### src/rtl/sum_on_7seg_pkg.sv
`default_nettype none
// +--------------------------------------------------------------------------+
// | Module  : sum_on_7seg_pkg                                                |
// | Brief   : Shared types, segment codes and width helper for sum_on_7seg.  |
// | Rev     : 1.0  initial release                                           |
// +--------------------------------------------------------------------------+
package sum_on_7seg_pkg;

  typedef enum logic [0:0] {
    ACC = 1'b0,
    OUT = 1'b1
  } state_e;

  typedef logic [6:0] seg_t;

  // Segment order {g,f,e,d,c,b,a}, active-high
  localparam seg_t SEG_DIGIT [0:9] = '{
    7'b0111111, 7'b0000110, 7'b1011011, 7'b1001111, 7'b1100110,
    7'b1101101, 7'b1111101, 7'b0000111, 7'b1111111, 7'b1101111
  };
  localparam seg_t SEG_DASH = 7'b1000000;
  localparam seg_t SEG_OFF  = 7'b0000000;

  // Sum of n w-bit values fits in w + ceil(log2(n)) bits; keep at least one guard bit
  function automatic int sum_width(input int w, input int n);
    int lg;
    lg = 0;
    while ((1 << lg) < n) lg++;
    return (lg < 1) ? (w + 1) : (w + lg);
  endfunction

endpackage
`default_nettype wire

### src/rtl/seg7_decoder.sv
`default_nettype none
// +--------------------------------------------------------------------------+
// | Module  : seg7_decoder                                                   |
// | Brief   : BCD digit to active-high 7-segment code; codes above 9 blank.  |
// | Rev     : 1.0  initial release                                           |
// +--------------------------------------------------------------------------+
module seg7_decoder
  import sum_on_7seg_pkg::*;
(
  input  logic [3:0] digit,
  output logic [6:0] seg
);

  always_comb begin
    seg = SEG_OFF;
    if (digit <= 4'd9) seg = SEG_DIGIT[digit];
  end

endmodule
`default_nettype wire

### src/rtl/sum_on_7seg_top.sv
`default_nettype none
// +--------------------------------------------------------------------------+
// | Module  : sum_on_7seg_top                                                |
// | Brief   : Sums each group of N stream beats, shows result on 2 digits.   |
// |           Define SUM7SEG_OVF_DASH_EN to show "--" instead of "99" when   |
// |           the sum exceeds 99.                                            |
// | Rev     : 1.0  initial release                                           |
// +--------------------------------------------------------------------------+
module sum_on_7seg_top
  import sum_on_7seg_pkg::*;
#(
  parameter int W = 16,
  parameter int N = 3
) (
  input  logic         clk,
  input  logic         rstn,
  input  logic         s_valid,
  output logic         s_ready,
  input  logic [W-1:0] s_data,
  output logic         m_valid,
  input  logic         m_ready,
  output logic [6:0]   m_data [2]
);

  localparam int c_SW = sum_width(W, N);
  localparam int c_CW = (N > 1) ? $clog2(N) : 1;
  localparam int c_VW = (c_SW > 7) ? c_SW : 7;

  localparam logic [c_CW-1:0] c_LAST   = c_CW'(N - 1);
  localparam logic [0:0]      c_ST_ACC = ACC;
  localparam logic [0:0]      c_ST_OUT = OUT;

  logic [0:0]      r_state;
  logic [c_SW-1:0] r_acc;
  logic [c_SW-1:0] r_sum;
  logic [c_CW-1:0] r_cnt;

  logic            w_take;
  logic [c_SW-1:0] w_acc_next;

  assign s_ready    = (r_state == c_ST_ACC);
  assign m_valid    = (r_state == c_ST_OUT);
  assign w_take     = s_valid && s_ready;
  assign w_acc_next = r_acc + c_SW'(s_data);

  always_ff @(posedge clk or negedge rstn) begin
    if (!rstn) begin
      r_state <= c_ST_ACC;
      r_acc   <= '0;
      r_sum   <= '0;
      r_cnt   <= '0;
    end else begin
      case (r_state)
        c_ST_ACC: begin
          if (w_take) begin
            if (r_cnt == c_LAST) begin
              r_sum   <= w_acc_next;
              r_acc   <= '0;
              r_cnt   <= '0;
              r_state <= c_ST_OUT;
            end else begin
              r_acc <= w_acc_next;
              r_cnt <= r_cnt + c_CW'(1);
            end
          end
        end
        default: begin
          if (m_ready) r_state <= c_ST_ACC;
        end
      endcase
    end
  end

  // Widen to at least 7 bits so the >99 test holds for tiny W/N too
  logic [c_VW-1:0] w_sum_ext;
  logic            w_ovf;
  logic [6:0]      w_val;
  logic [3:0]      w_digit [2];
  logic [6:0]      w_seg   [2];

  assign w_sum_ext  = c_VW'(r_sum);
  assign w_ovf      = (w_sum_ext > c_VW'(99));
  assign w_val      = w_ovf ? 7'd99 : w_sum_ext[6:0];
  assign w_digit[0] = 4'(w_val % 7'd10);
  assign w_digit[1] = 4'(w_val / 7'd10);

  generate
    for (genvar gi = 0; gi < 2; gi++) begin : g_digit
      seg7_decoder u_dec (
        .digit (w_digit[gi]),
        .seg   (w_seg[gi])
      );
`ifdef SUM7SEG_OVF_DASH_EN
      assign m_data[gi] = w_ovf ? SEG_DASH : w_seg[gi];
`else
      assign m_data[gi] = w_seg[gi];
`endif
    end
  endgenerate

endmodule
`default_nettype wire

### config.mk
export PLATFORM = sky130hd
export DESIGN_NAME = sum_on_7seg_top
export DESIGN_NICKNAME = d
export VERILOG_FILES = /design/src/rtl/sum_on_7seg_pkg.sv /design/src/rtl/seg7_decoder.sv /design/src/rtl/sum_on_7seg_top.sv
export SDC_FILE = /design/constraint.sdc
export NUM_CORES = 1
export LEC_CHECK = 0
export CELL_PAD_IN_SITES_DETAIL_PLACEMENT = 1
export CELL_PAD_IN_SITES_GLOBAL_PLACEMENT = 2
export CORE_MARGIN = 2
export CORE_UTILIZATION = 36
export CTS_BUF_LIST = sky130_fd_sc_hd__clkbuf_4
export DETAILED_ROUTE_END_ITERATION = 10
export GPL_ROUTABILITY_DRIVEN = 0
export PLACE_DENSITY = 0.88
export SYNTH_ARGS = -nofsm -noshare
export SYNTH_HDL_FRONTEND = slang
export SYNTH_SLANG_ARGS = --single-unit
export TNS_END_PERCENT = 20
### constraint.sdc
create_clock -name clk -period 7 [get_ports clk]
set_input_delay 1.75 -clock clk [delete_from_list [all_inputs] [get_ports clk]]
set_output_delay 1.75 -clock clk [all_outputs]
set_load 0.01 [all_outputs]
**Word level (Yosys, flattened, before mapping)**

Memory sizes are Yosys's and may differ from the RTL's.
Index checks and enable logic that the tools add are counted.

- Add/sub/neg operators: 2
- Eq/ne operators: 1
- Divide/modulo/power cells: 2
- $lt $le $gt $ge: 5
- Bitwise operators: 3
- Reductions and logical operators: 3
- Multiplexer cells: 13

Operators by type and width:

| cell | number |
|---|---|
| 7-bit 2-to-1 mux | 7 |
| 18-bit by 16-bit adder with 18-bit output | 1 |
| 18-bit by 7-bit > comparator with 1-bit output, second input constant | 1 |
| 18-bit 2-to-1 mux | 1 |
| 5-bit >= comparator, second input constant | 2 |
| 4-bit inverter with 5-bit output | 2 |
| 4-bit less-or-equal comparator, second input constant | 2 |
| 7-bit by 4-bit divider with 7-bit output, second input constant | 1 |
| 7-bit by 4-bit remainder unit with 7-bit output, second input constant | 1 |
| 1-bit 2-to-1 mux | 4 |
| 3-bit AND reduction | 1 |
| 2-bit by 1-bit adder with 2-bit output, second input constant | 1 |
| 2-bit == test, second input constant | 1 |
| 2-bit 2-to-1 mux | 1 |
| 2-bit AND reduction | 1 |
| 1-bit logical AND | 1 |
| 1-bit inverter | 1 |

- Register bits after elaboration: 39
- Logic and storage cells: 35
- Output and inout port bits: 16
- Input bits: 20
- ROM bits: 224
- Memories: 2

Memories:

| memory | words | bits a word | read ports | clocked after Yosys merged registers in | wr ports | line | text |
|---|---|---|---|---|---|---|---|
| (no name shown) | 16 | 7 | 1 | 0 | 0 | seg7_decoder.sv:16 | `if (digit <= 4'd9) seg = SEG_DIGIT[digit];` |
| (no name shown) | 16 | 7 | 1 | 0 | 0 | seg7_decoder.sv:16 |  |

**Depth between registers and ports, before layout**

- Depth after elaboration: 8
- Depth in mapped cells: 24
- Depth with buffers taken out: 22

**Modules after synthesis**

A second synthesis with hierarchy kept.

- Cell total of the unflattened synthesis: 386
- Area, all modules: 3238.1 um2

Modules (own cells, without submodules):

| module | area each (um2) | cells each | seq. area each (um2) | times used |
|---|---|---|---|---|
| sum_on_7seg_top | 2819.0 | 330 | 975.9 | 1 |
| seg7_decoder at g_digit[0].u_dec | 232.7 | 29 | 0.0 | 1 |
| seg7_decoder at g_digit[1].u_dec | 186.4 | 27 | 0.0 | 1 |

**Worst setup path before layout**

OpenSTA, ideal clock, no wires.

- Path type: register to output
- From: register r_sum[16]
- To: output port m_data[7] (netlist bit)
- Arrival time: 4645 ps
- Path slack: 605 ps
- Stages on the path, launching flop included: 23
- Buffers on the path: 1
- Cells stage by stage: dfrtp_1 -> nor4_4 -> and4_1 -> buf_4 -> and2_1 -> ha_1 -> o21ai_1 -> xnor2_1 -> nor2_1 -> ha_1 -> a21oi_1 -> nand3_1 -> a211o_1 -> nand4_1 -> nand2_1 -> a21boi_0 -> ha_1 -> a21oi_1 -> or3_1 -> and2_1 -> ha_1 -> nand2b_1 -> a211oi_1

RTL lines:

| what | line | text |
|---|---|---|
| from (decl) | sum_on_7seg_top.sv:35 | `logic [c_SW-1:0] r_sum;` |
| from (signal assigned) | sum_on_7seg_top.sv:57 | `r_sum <= w_acc_next;` |
| to (decl) | sum_on_7seg_top.sv:22 | `output logic [6:0] m_data [2]` |

==> metrics.yaml <==
reg2reg_from: "r_acc[1]"
grt_pass1_vias: 2946
syn_area_sq_um: 3230
finalHoldViolCount: 0
startpoint_type: "flop"
vias: 2875
num_io_pins: 36
clk_latency_ns: 0.35
start_util_pct: 37.0
cts_root_buf: "clkbuf_4"
die_y_um: 98.7
status: "complete, no violations"
wl_um: 8020
skew_ns: 0.00913
die_x_um: 98.7
viasPerCell: 5.52
post_dp_cell_area_sq_um: 3730
worstSetupPathType: "flop to primary output"
fp.coreArea_sq_um: 8720
drive_gt1_share_pct: 16.9
route.detailed.drc: 0
gr-usage-met2_pct: 30.9
rows: 34
crit_path_max_fanout: 4
cts_tree: "built"
maxCapViolCount: 0
grt_max_degree: 40
hold_depth: 2
numCtsBuffers: 5
cts_hold_buf: 0
n_antenna_cell: 0
placedCellCount: 509
hp-class: "flop to flop"
hold_start: "r_acc[15]"
yosys_warnings: 0
finalSetupViolCount: 0
syn_to_final_growth_pct: 20.7
yosys-top-cells-count: "nand2_1, dfrtp_1, ha_1"
cts_sinks: 39
post-route-min-period_ns: 6.77
relSlewSlack_pct: 41.7
p_per_area_nw_per_um2: 361
ys_types: 61
end_kind: "primary output"
synth_cells: 365
gr-total-overflow: 0
rr_worst_depth: 11
avgSynthCellArea_sq_um: 8.84
clk_pin_slew_worst_paths_ns: 0.13
drt.antenna.violating_nets: 0
synth_top_flop_cell: "dfrtp_1"
drtIter0Drc: 126
nFillCells: 1038
grt_use_total_pct: 17.1
hpwl_um: 6380
synth-seq-cells: 39
dp_slack_ns: 0.00974
whs_endpoint: "r_acc[15]"
final_design_area_no_fill_sq_um: 3900
fmax_mhz: 148
reg2reg_slack_ns: 3.75
firstDrtPassIters: 6
layout_setup_ws_ns: 0.229
yosysMostFrequentCell: "nand2_1"
grt_antenna_before_repair: 0
instances_no_fill: 521
top_usage_layer: "met2"
wl_per_cell_um: 15.4
grt_first_pass_wirelength_um: 13800
worstPathRequired_ns: 5.25
fp.dieArea_sq_um: 9740
p_leak_nw: 1.69
synth_top_area_share_pct: 30.2
ys_seq_area_share_pct: 30.2
synthArstFlopShare_pct: 100
io_buffer_count: 35
syn-num-nets: 416
totalPowerFinal_mw: 1.41
rsz0062_at_grt: "true"
slew_viol_final: 0
vdd_drop_max_mv: 0.140
cp.arrival_ns: 5.02
synth-edff-count: 0
ys_top_cells_by_area: "dfrtp_1, ha_1, nand2_1, o21ai_0, a21oi_1"
post-route-period-util_pct: 96.7
ctsLongestPathBuffers: 2
grtUsageMet3_pct: 1.99
synth_area_leader_cell: "dfrtp_1"
grtUsageMet1_pct: 22.0
cts-htree-levels: 2
worstMarginPinSlew_ns: 0.872
r2r-end: "r_sum[17]"
layout.nets: 463
## state kept, by name, summed over array words and instances, names as in the netlist
name / cells
r_acc: 18
r_cnt: 2
m_valid: 1
r_sum: 18
## critical path: stages, from the launching register on
cell and delay, ns:
dfrtp_1 0.43, nor4_4 0.32, and4_1 0.25, and2_1 0.13, ha_2 0.21, o21ai_2 0.09
xnor2_1 0.15, nor2_1 0.06, ha_1 0.29, a41o_2 0.24, o22a_2 0.22, and2_4 0.17
nand4_1 0.09, nand2_1 0.09, a21boi_2 0.17, ha_2 0.23, a21oi_2 0.07, o21ai_1 0.17
and2_4 0.19, inv_1 0.06, ha_1 0.18, or4b_4 0.53, o31ai_1 0.08, clkdlybuf4s15_1 0.27
## cell usage in the layout (no fill, tap or decap), drive strengths merged, types with 4 or more instances in the layout
master,netlist,routed
xnor2,12,12
nor2,21,21
nand2,40,40
a21oi,24,24
mux2,10,10
dlymetal6s2s,0,6
inv,18,18
buf,7,19
or3,4,4
dfrtp,39,39
a211oi,6,6
a22o,10,10
nand3,11,11
ha,30,30
nand2b,4,4
clkbuf,5,6
nor2b,6,6
nor3,7,7
o31ai,9,9
a21o,4,4
and2,6,6
o21ai,33,33
a31oi,5,5
clkdlybuf4s50,0,22
## metrics by stage
stage	utilization [%]	hold WS, ns	TNS (ns)
after floorplan	-	0.453	0
after global placement	42.8	0.474	0
after detailed placement	42.8	0.491	0
after CTS	43.9	0.519	0
after global routing	44.7	0.561	-0.258
final	44.7	0.516	0
## power breakdown
part	switching [mW]	leakage (nW)	total [mW]	internal [mW]
Clock	0.0786	0.0452	0.154	0.0752
Combinational	0.451	1.17	0.835	0.384
Sequential	0.0841	0.482	0.418	0.334
## worst max path at each step
stage | start | slack (ns) | endpoint | cells past startpoint
after global routing | r_sum[12] | -0.1 | m_data[12] | 23
after global placement | r_sum[16] | 0.20 | m_data[13] | 23
final | r_sum[14] | 0.23 | m_data[12] | 23
after CTS | r_sum[14] | 0.02 | m_data[0] | 22
after detailed placement | r_sum[14] | 0.01 | m_data[13] | 23
after floorplan | r_sum[16] | 0.61 | m_data[7] | 22
## logic make-up (layout without fill, tap and decap cells)
group                      after synthesis  count (layout)  synth area share [%]
adders and majority gates               31              31                  12.2
and+or+nand+nor                        114             114                  19.1
muxes                                   12              12                  4.11
xor gates and xnor gates                15              15                  4.07
AOI/OAI and AO/OA                      124             124                  25.8
DFF                                     39              39                  30.2
buffers and inverters                   30              78                  4.42
## final cells by class
type	instances	area (sq um)	area share [%]
Multi-Input combinational cell	296	2160	55.5
Sequential cell	39	976	25.0
Timing Repair Buffer	52	474	12.2
Tap cell	108	135	3.47
Inverter	18	67.6	1.73
Clock inverter	3	43.8	1.12
Clock buffer	5	37.5	0.963
## what timing repair did
action | 4_1_cts | 5_1_grt
buffers inserted | 0 | 4
endpoints found under the setup margin | 14 | 14
pin swaps | 1 | 7
gates resized for setup | 13 | 22
## metal layers
layer  vias up  wire length, um  part of all wire [%]
li1       1428                -                     -
met5         -                0                     0
met2        33             4060                    51
met1      1408             3720                    46
met4         0               78                  0.97
met3         6              164                   2.0
Note: power is estimated with default switching activity, not from simulation.
